===== src/rtl/lc3_mem_pkg.sv =====
// Shared types and address constants for the LC-3 memory controller.
// FSM states, grant encoding and the memory-mapped device register map.
package lc3_mem_pkg;

   typedef enum logic [1:0] {
      ST_IDLE  = 2'd0,
      ST_ISSUE = 2'd1,
      ST_RESP  = 2'd2
   } state_t;

   typedef enum logic {
      GNT_CPU = 1'b0,
      GNT_LDR = 1'b1
   } grant_t;

   localparam logic [15:0] RAM_TOP   = 16'hFE00;
   localparam logic [15:0] ADDR_KBSR = 16'hFE00;
   localparam logic [15:0] ADDR_KBDR = 16'hFE02;
   localparam logic [15:0] ADDR_DSR  = 16'hFE04;
   localparam logic [15:0] ADDR_DDR  = 16'hFE06;
   localparam logic [15:0] ADDR_MCR  = 16'hFFFE;

endpackage


===== src/rtl/lc3_mmio_regs.sv =====
// Keyboard, display and machine-control registers with a registered read mux.
// rd_en/wr_en are single-cycle strobes issued by the controller's ISSUE state.
module lc3_mmio_regs
   import lc3_mem_pkg::*;
(
   input  logic        clk,
   input  logic        rst_n,
   input  logic        rd_en,
   input  logic        wr_en,
   input  logic [15:0] addr,
   input  logic [15:0] wdata,
   output logic [15:0] rdata,
   input  logic        kbd_valid,
   input  logic [7:0]  kbd_char,
   output logic        dsp_valid,
   output logic [7:0]  dsp_char,
   input  logic        dsp_ready,
   output logic        mcr_run
);

   logic        kbd_full_reg;
   logic [7:0]  kbd_char_reg;
   logic        dsp_valid_reg;
   logic [7:0]  dsp_char_reg;
   logic        mcr_run_reg;
   logic [15:0] rdata_reg;
   logic [15:0] rd_value;
   logic        kbdr_rd;
   logic        ddr_wr;
   logic        unused_wdata;

   assign unused_wdata = ^wdata[14:8];
   assign kbdr_rd      = rd_en && (addr == ADDR_KBDR);
   assign ddr_wr       = wr_en && (addr == ADDR_DDR);

   always_comb begin
      rd_value = 16'h0000;
      case (addr)
         ADDR_KBSR: rd_value = {kbd_full_reg, 15'h0000};
         ADDR_KBDR: rd_value = {8'h00, kbd_char_reg};
         ADDR_DSR:  rd_value = {~dsp_valid_reg, 15'h0000};
         ADDR_MCR:  rd_value = {mcr_run_reg, 15'h0000};
         default:   rd_value = 16'h0000;
      endcase
   end

   always_ff @(posedge clk or negedge rst_n) begin
      if (!rst_n) begin
         kbd_full_reg  <= 1'b0;
         kbd_char_reg  <= 8'h00;
         dsp_valid_reg <= 1'b0;
         dsp_char_reg  <= 8'h00;
         mcr_run_reg   <= 1'b1;
         rdata_reg     <= 16'h0000;
      end else begin
         if (rd_en)
            rdata_reg <= rd_value;
         // A fresh keystroke wins over the clear from a coincident KBDR read.
         if (kbd_valid) begin
            kbd_char_reg <= kbd_char;
            kbd_full_reg <= 1'b1;
         end else if (kbdr_rd) begin
            kbd_full_reg <= 1'b0;
         end
         if (ddr_wr && (!dsp_valid_reg || dsp_ready)) begin
            dsp_char_reg  <= wdata[7:0];
            dsp_valid_reg <= 1'b1;
         end else if (dsp_valid_reg && dsp_ready) begin
            dsp_valid_reg <= 1'b0;
         end
         if (wr_en && (addr == ADDR_MCR))
            mcr_run_reg <= wdata[15];
      end
   end

   assign rdata     = rdata_reg;
   assign dsp_valid = dsp_valid_reg;
   assign dsp_char  = dsp_char_reg;
   assign mcr_run   = mcr_run_reg;

endmodule


===== src/rtl/lc3_mem_ctrl.sv =====
// LC-3 memory controller: round-robin CPU/loader arbitration, RAM sequencing, MMIO decode.
// Device registers exist only when LC3_MMIO_EN is defined; otherwise 0xFE00+ reads 0.
module lc3_mem_ctrl
   import lc3_mem_pkg::*;
#(
   parameter int DATA_WIDTH = 16,
   parameter int RAM_DEPTH  = 65024
) (
   input  logic                  clk,
   input  logic                  rst_n,
   input  logic                  cpu_req,
   input  logic                  cpu_we,
   input  logic [15:0]           cpu_addr,
   input  logic [DATA_WIDTH-1:0] cpu_wdata,
   output logic [DATA_WIDTH-1:0] cpu_rdata,
   output logic                  cpu_ready,
   input  logic                  ldr_req,
   input  logic                  ldr_we,
   input  logic [15:0]           ldr_addr,
   input  logic [DATA_WIDTH-1:0] ldr_wdata,
   output logic [DATA_WIDTH-1:0] ldr_rdata,
   output logic                  ldr_ready,
   output logic                  ram_cs,
   output logic                  ram_r_w,
   output logic [$clog2(RAM_DEPTH)-1:0] ram_addr,
   output logic [DATA_WIDTH-1:0] ram_wdata,
   input  logic [DATA_WIDTH-1:0] ram_rdata,
   input  logic                  kbd_valid,
   input  logic [7:0]            kbd_char,
   output logic                  dsp_valid,
   output logic [7:0]            dsp_char,
   input  logic                  dsp_ready,
   output logic                  mcr_run
);

   localparam int ADDR_WIDTH = $clog2(RAM_DEPTH);

   state_t                state_reg, state_next;
   grant_t                gnt_reg, gnt_next;
   grant_t                last_grant_reg, last_grant_next;
   logic                  we_reg, we_next;
   logic [15:0]           addr_reg, addr_next;
   logic [DATA_WIDTH-1:0] wdata_reg, wdata_next;
   logic                  sel_cpu;
   logic                  is_mmio;
   logic                  mmio_acc;
   logic                  resp;
   logic [15:0]           mmio_rdata;
   logic [DATA_WIDTH-1:0] rd_data;

   always_ff @(posedge clk or negedge rst_n) begin
      if (!rst_n) begin
         state_reg      <= ST_IDLE;
         gnt_reg        <= GNT_CPU;
         last_grant_reg <= GNT_LDR;
         we_reg         <= 1'b0;
         addr_reg       <= 16'h0000;
         wdata_reg      <= '0;
      end else begin
         state_reg      <= state_next;
         gnt_reg        <= gnt_next;
         last_grant_reg <= last_grant_next;
         we_reg         <= we_next;
         addr_reg       <= addr_next;
         wdata_reg      <= wdata_next;
      end
   end

   // On a tie the requester that did not win last time gets the grant.
   assign sel_cpu = cpu_req && (!ldr_req || (last_grant_reg == GNT_LDR));

   always_comb begin
      state_next      = state_reg;
      gnt_next        = gnt_reg;
      last_grant_next = last_grant_reg;
      we_next         = we_reg;
      addr_next       = addr_reg;
      wdata_next      = wdata_reg;
      case (state_reg)
         ST_IDLE: begin
            if (cpu_req || ldr_req) begin
               state_next      = ST_ISSUE;
               gnt_next        = sel_cpu ? GNT_CPU : GNT_LDR;
               last_grant_next = sel_cpu ? GNT_CPU : GNT_LDR;
               we_next         = sel_cpu ? cpu_we    : ldr_we;
               addr_next       = sel_cpu ? cpu_addr  : ldr_addr;
               wdata_next      = sel_cpu ? cpu_wdata : ldr_wdata;
            end
         end
         ST_ISSUE: state_next = ST_RESP;
         ST_RESP:  state_next = ST_IDLE;
         default:  state_next = ST_IDLE;
      endcase
   end

   assign is_mmio  = (addr_reg >= RAM_TOP);
   assign mmio_acc = (state_reg == ST_ISSUE) && is_mmio;
   assign resp     = (state_reg == ST_RESP);

   assign ram_cs    = (state_reg == ST_ISSUE) && !is_mmio;
   assign ram_r_w   = ram_cs && we_reg;
   assign ram_addr  = addr_reg[ADDR_WIDTH-1:0];
   assign ram_wdata = wdata_reg;

   assign rd_data   = we_reg ? '0 : (is_mmio ? DATA_WIDTH'(mmio_rdata) : ram_rdata);
   assign cpu_ready = resp && (gnt_reg == GNT_CPU);
   assign ldr_ready = resp && (gnt_reg == GNT_LDR);
   assign cpu_rdata = cpu_ready ? rd_data : '0;
   assign ldr_rdata = ldr_ready ? rd_data : '0;

`ifdef LC3_MMIO_EN
   lc3_mmio_regs u_mmio (
      .clk       (clk),
      .rst_n     (rst_n),
      .rd_en     (mmio_acc && !we_reg),
      .wr_en     (mmio_acc && we_reg),
      .addr      (addr_reg),
      .wdata     (wdata_reg[15:0]),
      .rdata     (mmio_rdata),
      .kbd_valid (kbd_valid),
      .kbd_char  (kbd_char),
      .dsp_valid (dsp_valid),
      .dsp_char  (dsp_char),
      .dsp_ready (dsp_ready),
      .mcr_run   (mcr_run)
   );
`else
   logic unused_mmio;
   assign unused_mmio = ^{kbd_valid, kbd_char, dsp_ready, mmio_acc};
   assign mmio_rdata  = 16'h0000;
   assign dsp_valid   = 1'b0;
   assign dsp_char    = 8'h00;
   assign mcr_run     = 1'b1;
`endif

endmodule


===== config.mk =====
export PLATFORM = sky130hd
export DESIGN_NAME = lc3_mem_ctrl
export DESIGN_NICKNAME = d
export VERILOG_FILES = /design/src/rtl/lc3_mem_pkg.sv /design/src/rtl/lc3_mmio_regs.sv /design/src/rtl/lc3_mem_ctrl.sv
export SDC_FILE = /design/constraint.sdc
export NUM_CORES = 1
export LEC_CHECK = 0
export ABC_AREA = 1
export BUFFER_PORTS_ARGS = -buffer_cell sky130_fd_sc_hd__clkbuf_2
export CAP_MARGIN = 20
export CORE_UTILIZATION = 41
export CTS_CLUSTER_DIAMETER = 50
export DETAILED_ROUTE_END_ITERATION = 16
export PLACE_DENSITY_LB_ADDON = 0.08
export SETUP_SLACK_MARGIN = 0.05
export SYNTH_ARGS = -nofsm -noshare
export SYNTH_HDL_FRONTEND = slang
export SYNTH_HIERARCHICAL = 1
export SYNTH_SLANG_ARGS = --single-unit
export TNS_END_PERCENT = 20

===== constraint.sdc =====
create_clock -name clk -period 1.8 [get_ports clk]
set_input_delay 0.36 -clock clk [delete_from_list [all_inputs] [get_ports clk]]
set_output_delay 0.36 -clock clk [all_outputs]
set_load 0.05 [all_outputs]

Yosys cells after proc, flatten, opt, wreduce, memory -nomap -nowiden

Cells that the tools add are included.

$lt $le $gt $ge: 1
Eq/ne operators: 3
Mux-type cells: 10
Bitwise operators: 1
Reduce and logical (&&, ||, !) cells: 11

Operators with widths:

| operator                                      | count |
|---|---|
| two-way mux 16 bit                            | 6 |
| >= comparator 16 bit, second input constant   | 1 |
| logical AND 1 bit                             | 5 |
| case mux 2 bit (2 select lines)               | 1 |
| == test 2 x 1 -> 1 bit, second input constant | 1 |
| == test 2 bit, second input constant          | 1 |
| logical NOT 1 bit                             | 2 |
| logical NOT 2 bit                             | 1 |
| logical OR 1 bit                              | 2 |
| two-way mux 1 bit                             | 2 |
| two-way mux 2 bit                             | 1 |
| inequality test 2 bit, second input constant  | 1 |
| AND reduction 2 bit                           | 1 |
| NOT 1 bit                                     | 1 |

Flip-flop bits (word level): 37
Output and inout bits: 78

Longest topological paths before layout

Depth after elaboration: 4
Gate-level depth with buffers: 7
Gate-level depth less buffers: 6

Worst setup path after synthesis

OpenSTA, ideal clock, no wires.

Path kind: register to output
From: register addr_reg[14], in the netlist ram_addr[14]
To: output cpu_rdata[10]
Data arrival time: 1840 ps
Path slack: -400 ps
Stages on the path, launching flop included: 7
Cell sequence: dfrtp_1 nand2_1 nor2_1 nand2_1 buf_2 nand3_1 nor2_1

Cells in the longest elaborated chain, start to end: 4

Ends and longest elaborated chain:

| element                         | RTL line            | RTL |
|---|---|---|
| from (decl)                     | lc3_mem_ctrl.sv:42  | `logic [15:0] addr_reg, addr_next;` |
| from (signal assigned)          | lc3_mem_ctrl.sv:64  | `addr_reg <= addr_next;` |
| >= comparator 16 bit            | lc3_mem_ctrl.sv:96  | `assign is_mmio = (addr_reg >= RAM_TOP);` |
| two-way mux 16 bit (2 in a row) | lc3_mem_ctrl.sv:105 | `assign rd_data = we_reg ? '0 : (is_mmio ? DATA_WIDTH'(mmio_rdata) : ram_rdata);` |
| two-way mux 16 bit              | lc3_mem_ctrl.sv:108 | `assign cpu_rdata = cpu_ready ? rd_data : '0;` |
| to (decl)                       | lc3_mem_ctrl.sv:15  | `output logic [DATA_WIDTH-1:0] cpu_rdata,` |

No other way between the ends.

Worst setup path in the final report

From: register addr_reg[15], in the netlist ram_addr[15]
To: output ldr_rdata[0]

Cells in the longest elaborated chain, start to end: 4

Ends and longest elaborated chain:

| element                         | RTL line            | RTL |
|---|---|---|
| >= comparator 16 bit            | lc3_mem_ctrl.sv:96  |  |
| two-way mux 16 bit (2 in a row) | lc3_mem_ctrl.sv:105 |  |
| two-way mux 16 bit              | lc3_mem_ctrl.sv:109 | `assign ldr_rdata = ldr_ready ? rd_data : '0;` |
| to (decl)                       | lc3_mem_ctrl.sv:21  | `output logic [DATA_WIDTH-1:0] ldr_rdata,` |

No other way between the ends.

==> results.cfg <==
[outcome]
outcome = complete, but fails checks
violations = hold timing, setup timing

[sta]
max_slew_margin_pct = 62.2
hold_viol = 5
setup_viol = 34
slew_violations = 0
finalClockSkew_ns = 0.00801
hold-worst-slack_ns = -0.0107
post-route-period-util_pct = 110
period_minus_slack_ns = 1.97
rsz0062_at_grt = true
fin_ws_ns = -0.172
worst_slew_pin_slew_ns = 0.566
fmax_mhz = 507

[die]
rows = 27
io_pins = 174
die_w_um = 79.0
die_y_um = 79.0
start_util_pct = 43.3
coreArea_sq_um = 5610
die_area_sq_um = 6240

[yosys]
syn_area_sq_um = 2430
synth-seq-area-share_pct = 38.2
ys_types = 20
synth_area_leaders = dfrtp_1 (37%), nand2_1 (16%), nand3b_1 (10%)
synthCells = 344
yosys_warnings = 6
synth-seq-cells = 37
syn_avg_cell_area_sq_um = 7.06
yosysTopAreaCell = dfrtp_1
synth_top_cell_area_share_pct = 37.1

[worst_setup_path]
endpoint_kind = output pin
worstPathRequired_ns = 1.44
crit_path_start = ram_addr[15]
crit_fanout = 9
arrival_ns = 1.61
path_class = flip-flop to output pin
start_kind = flip-flop
r2r-start = last_grant_reg

[finish]
final_area_sq_um = 4140
layout_commonest_cell = clkbuf_2
num-nets-final = 592
area_growth_pct = 70.4
final_cell_mix = clkbuf_2 (117), nand2_1 (103), inv_1 (39)
diodes = 0
drive_gt1_share_pct = 50.7
num-fill-cells = 404

[drt]
routed_wl_um = 8770
dr_total_vias = 2841
drt_iter0_markers = 167
vias_per_cell = 4.99
antenna_left = 0
drt_pass1_iterations = 4
route.detailed.drc = 0
wl_per_cell_um = 15.4

[clock_tree]
htreeDepth = 2
clockBufferDepth = 2
cts_made_buffers = 5
cts.clk_slew.worst_paths_ns = 0.08
cts_tree = built
clkLatencyLatePin_ns = 0.29
root_buffer = clkbuf_8
numClockSinks = 37

[power_and_ir_drop]
leakagePower_nw = 2.19
total_power_mw = 6.94
ir_worst_vdd_v = 0.00104
cellPowerDensity_nw_per_um2 = 1680

[flow_run]
drv_cap = 0

[hold_path]
min_path_type = input pin to async pin

[global_route]
grt_pass1_vias = 2589
antenna_found_initial = 0
overflow = 0
track_usage_pct = 24.2
grt_max_degree = 34
grt_pass1_wl_um = 11900

[placement]
placed_area_sq_um = 3530
dp.final_hpwl_um = 5180
portBuffers = 153
place_congestion = 0.767
[synthesized netlist by cell type]
cell type / count
nand2_1: 105
nand3_1: 42
inv_1: 40
nor2_1: 37
dfrtp_1: 36
nand3b_1: 33
buf_4: 12
buf_2: 11
nand3_2: 9
clkbuf_1: 4
buf_6: 3
conb_1: 2
nand2_2: 2
o21ai_0: 2
buf_12: 1
clkinv_1: 1
dfstp_2: 1
inv_2: 1
nor2_2: 1
nor2b_4: 1
[power breakdown]
group	internal (mW)	leakage, nW	switching, mW
logic	1.35	1.70	3.48
clock network	0.267	0.0439	0.299
registers	1.28	0.440	0.264
total	2.90	2.19	4.05
[metrics by stage]
| stage | cells | setup TNS, ns | worst slack (ns) | util (%) |
|---|---|---|---|---|
| floorplan | 352 | -0.00824 | -0.00824 | - |
| global placement | 560 | 0 | 0.144 | 63.0 |
| detailed placement | 560 | 0 | 0.113 | 63.0 |
| CTS | 568 | -1.38 | -0.0693 | 70.1 |
| global route | 569 | -5.30 | -0.223 | 73.8 |
| finish | 569 | -2.95 | -0.172 | 73.8 |
[critical path: stages, from the launching register on]
cell,delay [ns]
dfrtp_2,0.43
nand2_1,0.06
nor2_1,0.05
nand2_2,0.12
buf_12,0.16
nand3_2,0.12
nor2_2,0.20
buf_8,0.18
[worst paths after layout]
path / depth (start not counted) / endpoint / slack (ns)
worst max-delay path: 7 / ldr_rdata[0] / -0.17
worst min-delay path: 1 / ram_wdata[10] / -0.01
worst max register to register: 7 / ram_wdata[10] / 0.37
worst min register to register: 2 / ram_addr[3] / 0.48
max in group asynchronous: 2 / ram_wdata[5] / 1.15
min in group clk: 5 / ram_addr[5] / 0.36
[cells by family after synthesis]
kind of cell / after synthesis / share of synthesized area, %
other cells: 2 / 0.309
compound gates: 2 / 0.412
simple gates: 230 / 45.8
flops: 37 / 38.2
buf+inv: 73 / 15.3
[routing by layer]
layer / track usage (%) / share of wire (%) / up-vias
met4: 7.27 / 3.3 / 0
met1: 28.0 / 36 / 1325
met5: 0 / 0 / -
li1: - / - / 1343
met3: 4.37 / 6.6 / 26
met2: 45.0 / 54 / 147
[area by class of cell]
type / count / area (sq um) / area share, %
timing repair buffer: 168 / 1310 / 31.6
multi-input combinational: 242 / 1560 / 37.7
clock inverter: 3 / 17.5 / 0.423
sequential: 37 / 936 / 22.6
inverter: 42 / 161 / 3.90
clock buffer: 5 / 68.8 / 1.66
tap: 72 / 90.1 / 2.18
[timing repair]
| item | 4_1_cts | 5_1_grt |
|---|---|---|
| buffers inserted | 0 | 0 |
| resized for setup | 72 | 56 |
| hold buffers | 0 | 0 |
| cloned | 0 | 1 |
| pin swaps | 0 | 6 |
| endpoints found under the setup margin | 36 | 36 |
Power figures use the tool's default switching activity.
